===== src/rtl/rom_raster_scan_ctrl_pkg.sv =====
// Shared types and default geometry for the pattern-ROM raster scan controller.
package rom_scan_pkg;

  localparam int ROWS   = 48;
  localparam int WIDTH  = 64;
  localparam int ADDR_W = 6;
  localparam int COL_W  = $clog2(WIDTH);

  typedef enum logic [1:0] {
    IDLE  = 2'd0,
    FETCH = 2'd1,
    SHIFT = 2'd2
  } state_e;

endpackage


===== src/rtl/rom_raster_scan_ctrl.sv =====
// Walks the pattern ROM row by row and serialises each word MSB-first onto a
// valid/ready pixel stream with line/frame markers.
module rom_raster_scan_ctrl #(
  parameter int ROWS   = rom_scan_pkg::ROWS,
  parameter int WIDTH  = rom_scan_pkg::WIDTH,
  parameter int ADDR_W = rom_scan_pkg::ADDR_W
) (
  input  logic              clk,
  input  logic              rst,
  input  logic              start,
  input  logic              abort,
  output logic [ADDR_W-1:0] rom_addr,
  input  logic [WIDTH-1:0]  rom_data,
  output logic              pix_valid,
  input  logic              pix_ready,
  output logic              pix_data,
  output logic              pix_sol,
  output logic              pix_eol,
  output logic              pix_sof,
  output logic              pix_eof,
  output logic              busy,
  output logic              done
);
  import rom_scan_pkg::*;

  localparam int COL_LW = (WIDTH > 1) ? $clog2(WIDTH) : 1;
  localparam logic [COL_LW-1:0] COL_LAST = COL_LW'(WIDTH - 1);
  localparam logic [ADDR_W-1:0] ROW_LAST = ADDR_W'(ROWS - 1);

  state_e              state_q, state_d;
  logic [ADDR_W-1:0]   row_q, row_d;
  logic [ADDR_W-1:0]   addr_q, addr_d;
  logic [COL_LW-1:0]   col_q, col_d;
  logic [WIDTH-1:0]    shreg_q, shreg_d;
  logic                done_q, done_d;
  logic                in_shift;
  logic                beat;

  assign in_shift = (state_q == SHIFT);
  assign beat     = in_shift && pix_ready;

  always_ff @(posedge clk) begin
    if (rst) begin
      state_q <= IDLE;
      row_q   <= '0;
      addr_q  <= '0;
      col_q   <= '0;
      shreg_q <= '0;
      done_q  <= 1'b0;
    end else begin
      state_q <= state_d;
      row_q   <= row_d;
      addr_q  <= addr_d;
      col_q   <= col_d;
      shreg_q <= shreg_d;
      done_q  <= done_d;
    end
  end

  always_comb begin
    state_d = state_q;
    row_d   = row_q;
    addr_d  = addr_q;
    col_d   = col_q;
    shreg_d = shreg_q;
    done_d  = 1'b0;
    // abort wins over start and over a beat landing in the same cycle
    if (abort) begin
      state_d = IDLE;
      row_d   = '0;
      addr_d  = '0;
      col_d   = '0;
      shreg_d = '0;
    end else begin
      unique case (state_q)
        IDLE: begin
          if (start) begin
            state_d = FETCH;
            row_d   = '0;
            addr_d  = '0;
          end
        end
        FETCH: begin
          shreg_d = rom_data;
          col_d   = '0;
          state_d = SHIFT;
        end
        SHIFT: begin
          if (beat) begin
            shreg_d = shreg_q << 1;
            col_d   = col_q + 1'b1;
            if (col_q == COL_LAST) begin
              col_d = '0;
              if (row_q == ROW_LAST) begin
                state_d = IDLE;
                row_d   = '0;
                addr_d  = '0;
                done_d  = 1'b1;
              end else begin
                state_d = FETCH;
                row_d   = row_q + 1'b1;
                addr_d  = row_q + 1'b1;
              end
            end
          end
        end
        default: state_d = IDLE;
      endcase
    end
  end

  assign rom_addr  = addr_q;
  assign pix_valid = in_shift;
  assign pix_data  = in_shift && shreg_q[WIDTH-1];
  assign pix_sol   = in_shift && (col_q == '0);
  assign pix_eol   = in_shift && (col_q == COL_LAST);
  assign pix_sof   = pix_sol && (row_q == '0);
  assign pix_eof   = pix_eol && (row_q == ROW_LAST);
  assign busy      = (state_q == FETCH) || in_shift;
  assign done      = done_q;

endmodule


===== config.mk =====
export PLATFORM = sky130hd
export DESIGN_NAME = rom_raster_scan_ctrl
export DESIGN_NICKNAME = d
export VERILOG_FILES = /design/src/rtl/rom_raster_scan_ctrl_pkg.sv /design/src/rtl/rom_raster_scan_ctrl.sv
export SDC_FILE = /design/constraint.sdc
export NUM_CORES = 1
export LEC_CHECK = 0
export ABC_AREA = 1
export ABC_CLOCK_PERIOD_IN_PS = 1700
export BUFFER_PORTS_ARGS = -buffer_cell sky130_fd_sc_hd__buf_2
export CORE_MARGIN = 10
export CORE_UTILIZATION = 54
export CTS_BUF_LIST = sky130_fd_sc_hd__clkbuf_4 sky130_fd_sc_hd__clkbuf_8 sky130_fd_sc_hd__clkbuf_16
export DETAILED_ROUTE_END_ITERATION = 7
export PLACE_DENSITY_LB_ADDON = 0.1
export SLEW_MARGIN = 20
export SYNTH_ARGS = -nofsm -noshare
export SYNTH_HDL_FRONTEND = slang
export SYNTH_SLANG_ARGS = --single-unit

===== constraint.sdc =====
create_clock -name clk -period 1.7 [get_ports clk]
set_input_delay 0.085 -clock clk [delete_from_list [all_inputs] [get_ports clk]]
set_output_delay 0.085 -clock clk [all_outputs]
set_load 0.03 [all_outputs]

# == Word level (Yosys, flattened, before mapping) ==
# Index checks and enable logic that the tools add are counted.
# classes
n_addsub,2
n_eq_ne,7
n_mux,16
bitwise,3
n_reduce_logical,17
# op_table
op,count
one-hot mux 64 bit (2 select lines),1
2-to-1 mux 64 bit,1
2-to-1 mux 6 bit,6
one-hot mux 6 bit (2 select lines),2
adder 6 x 1 -> 6 bit (second input constant),2
equality test 6 bit (second input constant),2
logical NOT 6 bit,2
logical AND 1 bit,6
2-to-1 mux 2 bit,3
one-hot mux 2 bit (3 select lines),1
OR reduction 5 bit,1
inequality test 2 x 1 -> 1 bit (second input constant),2
AND reduction 4 bit,1
nonzero test 2 bit,2
NOT 1 bit,3
AND reduction 3 bit,1
equality test 2 x 1 -> 1 bit (second input constant),1
equality test 2 bit (second input constant),1
logical NOT 2 bit,1
2-to-1 mux 1 bit,2
inequality test 2 bit (second input constant),1
AND reduction 2 bit,1
OR reduction 2 bit,1
logical OR 1 bit,1
# word_totals
ff_bits,79
inputBits,69
out_inout_bits,14
word_cells,50

# == Depth between registers and ports, before layout ==
# depth
ltp_word,5
depth_mapped,10
depth_no_buf,9

# == Least setup slack after synthesis ==
# Ideal clock, no wire load.
# synth_path
path_kind,register to output
start,reg state_q[0]
end,out pix_sof
arrival_time_ns,2.209
required_time_ns,1.615
slack_ns,-0.594
path_stages_with_launch,7
path_buffers,2
path_cell_list,dfxtp_1 > inv_1 > ha_1 > buf_6 > buf_2 > nand4_1 > nor4_1
# synth_between
elab_chain_cells,3
# synth_rtl
item,line_no,text
from (decl),rom_raster_scan_ctrl.sv:30,"state_e state_q, state_d;"
from (signal assigned),rom_raster_scan_ctrl.sv:51,state_q <= state_d;
equality test 2 bit,rom_raster_scan_ctrl.sv:39,assign in_shift = (state_q == SHIFT);
named net pix_valid,rom_raster_scan_ctrl.sv:14,"output logic pix_valid,"
logical AND 1 bit,rom_raster_scan_ctrl.sv:115,assign pix_sol = in_shift && (col_q == '0);
logical AND 1 bit,rom_raster_scan_ctrl.sv:117,assign pix_sof = pix_sol && (row_q == '0);
to (decl),rom_raster_scan_ctrl.sv:19,"output logic pix_sof,"
# The timed path passes the listed nets, and every way through them passes these cells.

# == Worst setup path in the final report ==
# layout_path
start,reg col_q[1]
end,out pix_eof
# layout_between
elab_chain_cells,3
# layout_rtl
item,line_no,text
from (decl),rom_raster_scan_ctrl.sv:33,"logic [COL_LW-1:0] col_q, col_d;"
from (signal assigned),rom_raster_scan_ctrl.sv:54,col_q <= col_d;
equality test 6 bit,rom_raster_scan_ctrl.sv:116,assign pix_eol = in_shift && (col_q == COL_LAST);
logical AND 1 bit,rom_raster_scan_ctrl.sv:116,
logical AND 1 bit,rom_raster_scan_ctrl.sv:118,assign pix_eof = pix_eol && (row_q == ROW_LAST);
to (decl),rom_raster_scan_ctrl.sv:20,"output logic pix_eof,"
# Every way passes these cells.

==> results <==
- The clock tree from TritonCTS is built.
- The area of the placeable core is 6719 um^2.
- The final setup violation count is 0.
- Of the total synthesized cell area, the portion taken by AND, OR, NAND and NOR gates is 0.2373.
- The synthesized cell area is 3686 um^2.
- The path depth of the worst reg2reg path is 10.
- The element type at the critical path end is an output pin.
- The number of remaining DRC errors is 0.
- The setup check on the worst reg-to-reg path leaves a slack of 0.11 ns.
- The CTS buffer count is 9.
- The data arrival at the endpoint of the critical path is 1.52 ns.
- The number of vias per cell after detailed routing is 5.367.
- The number of global-route vias before repair is 3764.
- The largest family of logic cells by synthesized area is simple AND/OR/NAND/NOR gates.
- The floorplan has 30 rows.
- On the worst path, the slowest cell contributes a delay of 0.37 ns.
- The placed wire-length estimate after detailed placement is 6074 um.
- Each instance of the synthesized netlist takes up on average 7.328 um^2.
- The most common cell after layout, fill and taps aside is sky130_fd_sc_hd__nand2_1.
- The met3 usage in global routing is 0.05429.
- The worst-path maximum fanout is 4.
- Dividing the detail-routed wire length by the instance count gives 14.16 um.
- In this run the static leakage power is 0.002166 uW.
- The remaining antenna violation count after routing is 0.
- For the pin with the worst max-slew slack, the measured transition is 0.3545 ns.
- The number of synthesized flops with an enable pin is 0.
- Of the post-synthesis cell area, the part taken by muxes is 0.
- The tool flagged a number of max-cap violations equal to 0.
- The number of optimization iterations in the first detailed-route pass is 5.
- IR analysis of the VDD net gives a maximum drop of 570.7 uV.
- Among all flip-flop cells after synthesis, the most frequent one is sky130_fd_sc_hd__dfxtp_1.
- The met2 demand-to-capacity share in global routing is 0.3248.
- The number of pins with negative max-slew slack in the final report is 0.
- The residual overflow from global routing is 0.
- The clock period minus worst slack is 1.605 ns.
- The highest attainable clock frequency is 623.1 MHz.
- The area of the die is 10530 um^2.
- The required time of the critical path is 1.62 ns.
- The number of top-level design ports is 83.
- The library cells used most frequently in the layout, excluding fill and tap cells, are sky130_fd_sc_hd__nand2_1 (160), sky130_fd_sc_hd__buf_2 (80), sky130_fd_sc_hd__dfxtp_1 (72).
- The last weighted congestion value of the routability-driven placer is 0.8822.
- The count of buffers inserted at the top-level ports is 82.
- Headroom to the max-slew limit came out at 0.7636.
- For this design the ratio of total power to cell area is 800.3 nW/um^2.
- The first global-routing pass estimated 16790 um of wire.
- The clock tree skew after final layout is 0.008131 ns.
- The total detailed-routing wirelength is 10200 um.
- The fraction of final layout cells with drive strength greater than 1 is 0.2313.
- The die is 102.6 um wide.
- For this run, the total global-route usage over all layers was measured as 0.1921.
- The run finished with clean final reports.
- The count of yosys warnings during synthesis is 0.
- The setup slack after layout is 0.09518 ns.
- The met1 usage in global routing is 0.2312.
- In this run the worst setup path terminates at pix_eof.
- After the last flow step, the layout net total stands at 712.
- The clock passes through at most 2 buffers.
- The buffer type at the clock tree root is sky130_fd_sc_hd__clkbuf_8.
- The antenna diode count is 0.
- The layout has 518 filler cells.
- The startpoint identified for the worst register-to-register timing path is state_q[0].
- The number of antenna violations at the first check in global routing is 0.
- STA classifies the critical path startpoint as a register.
- The tightest hold path in the finished design has a slack of 0.01728 ns.
- Of the total synthesized cell area, the portion taken by XOR and XNOR cells is 0.009504.
- The post-placement worst setup slack is 0.1049 ns.
- Of the total synthesized cell area, the portion taken by full adders, half adders and majority gates is 0.02716.
- The count of mapped cells out of synthesis is 503.
- The timing startpoint of the critical path is col_q[1].
- The number of nets handed over by synthesis was 580.
- The critical path goes through ha_2 -> nand2_2 -> nor2_4 -> nand3_4 -> nor2_1 -> buf_4.
- For this block, the via count after detailed routing is 3864.
- The clock slew at the register clock pins of the worst setup and hold paths is 0.07 ns.
- Entering global routing, the biggest net connects 57 pins.
- The largest individual stage delay along the critical path comes from the cell sky130_fd_sc_hd__dfxtp_2.
- After global routing, the most crowded layer is met2.
- Of the synthesized area, sequential elements account for 0.4291.
- Of all flip-flops after synthesis, the portion carrying an async set or reset was 0.
- The path class of the tightest hold or removal check is in -> reg.
- The level count of the clock H-tree is 3.
- The floorplan die height is 102.6 um.
- For this block, the initial DRC count from the detailed router was 231.
- The final period utilization is 0.9440.
- Synthesis inferred 79 register bits.
- The clock drives 79 sinks.
- The critical path is of the reg -> out type.
- Counting distinct cell types in the post-synthesis netlist gives 28.
- The later pin in the worst-skew pair is clocked with a latency of 0.34 ns.
- The synthesized-area fraction occupied by ao, oa, aoi and oai cells was 0.2159.
- The count of endpoints failing hold in the final timing report is 0.
- In this run the critical register-to-register path is captured at col_q[4].
- The initial utilization of the core area, before any placement, comes to 0.5486.
- The area growth from synthesis to layout is 36.59%.
-- per-layer routing --
layer	share of wire	vias to the layer above
li1	-	1965
met1	0.44	1784
met2	0.50	105
met3	0.056	10
met4	0.0096	0
met5	0	-
-- worst max-delay path, delay by kind of cell (launching register included) --
| kind | cells | cell delay (ns) |
|---|---|---|
| DFF | 1 | 0.37 |
| and+or+nand+nor | 4 | 0.43 |
| buffers and inverters | 1 | 0.17 |
| adders and majority gates | 1 | 0.22 |
-- registers in the layout (all words and copies together), names as in the netlist --
register  flops
shreg_q      64
rom_addr      6
done          1
state_q       2
col_q         6
-- per-stage QoR --
step,util,area [um^2],cells,setup TNS [ns],power (uW)
finish,0.7493,5035,720,0,4029
global route,0.7493,5035,720,-0.03036,4238
CTS,0.7326,4922,714,0,4012
detailed placement,0.6197,4164,641,0,2631
global placement,0.6197,4164,641,0,2618
floorplan,-,3725,503,0,2454
-- Yosys cell counts (2+ instances only) --
library cell / instances / share of area
sky130_fd_sc_hd__a21oi_1: 11 / 0.015
sky130_fd_sc_hd__a31oi_1: 63 / 0.11
sky130_fd_sc_hd__buf_2: 15 / 0.020
sky130_fd_sc_hd__buf_6: 5 / 0.015
sky130_fd_sc_hd__clkbuf_1: 12 / 0.012
sky130_fd_sc_hd__clkbuf_2: 3 / 0.0041
sky130_fd_sc_hd__dfxtp_1: 79 / 0.43
sky130_fd_sc_hd__ha_1: 8 / 0.027
sky130_fd_sc_hd__inv_1: 24 / 0.024
sky130_fd_sc_hd__nand2_1: 160 / 0.16
sky130_fd_sc_hd__nand2_2: 3 / 0.0051
sky130_fd_sc_hd__nand2_4: 3 / 0.0092
sky130_fd_sc_hd__nand3_1: 12 / 0.016
sky130_fd_sc_hd__nand4_1: 4 / 0.0068
sky130_fd_sc_hd__nor2_1: 19 / 0.019
sky130_fd_sc_hd__nor2_4: 2 / 0.0061
sky130_fd_sc_hd__nor4_1: 2 / 0.0034
sky130_fd_sc_hd__o21ai_0: 41 / 0.056
sky130_fd_sc_hd__o21ai_1: 25 / 0.034
sky130_fd_sc_hd__xor2_1: 4 / 0.0095
-- power by group --
part | total, uW | switching, uW | internal, uW
sequential | 1980 | 46.5 | 1930
combinational | 785 | 427 | 358
clock | 1270 | 682 | 584
total | 4030 | 1160 | 2870
-- final cells by class --
cell class	instances	area, um^2	area share
multi-input cells	362	1861	0.3695
clock inverters	5	33.78	0.006710
inverters	26	103.9	0.02063
repair buffers	157	1199	0.2381
well taps	80	100.1	0.01988
clock buffers	11	145.1	0.02883
flip-flops and latches	79	1593	0.3164
-- logic make-up after synthesis --
logic type	count (synthesis)
compound gates	142
xor+xnor	4
buf+inv	62
flops	79
simple gates	208
fa+ha+maj	8
-- worst min path at each step --
stage,from,cells after the start,endpoint,slack [ns]
floorplan,pix_ready,2,done,0.22
global placement,rom_data[32],3,shreg_q[32],0.35
detailed placement,rom_data[32],3,shreg_q[32],0.36
CTS,rom_data[49],3,shreg_q[49],0.0001
global route,rom_data[48],3,shreg_q[48],0.009
finish,rom_data[18],3,shreg_q[18],0.02
-- what timing repair did --
action / 4_1_cts / 5_1_grt
setup endpoints to repair: 4 / 66
pin swaps: 1 / 2
buffers inserted: 4 / 5
gates resized for setup: 3 / 17
hold buffers: 53 / 0
cloned: 0 / 1
hold endpoints to repair: 53 / 0
Note: power is estimated with default switching activity, not from simulation.
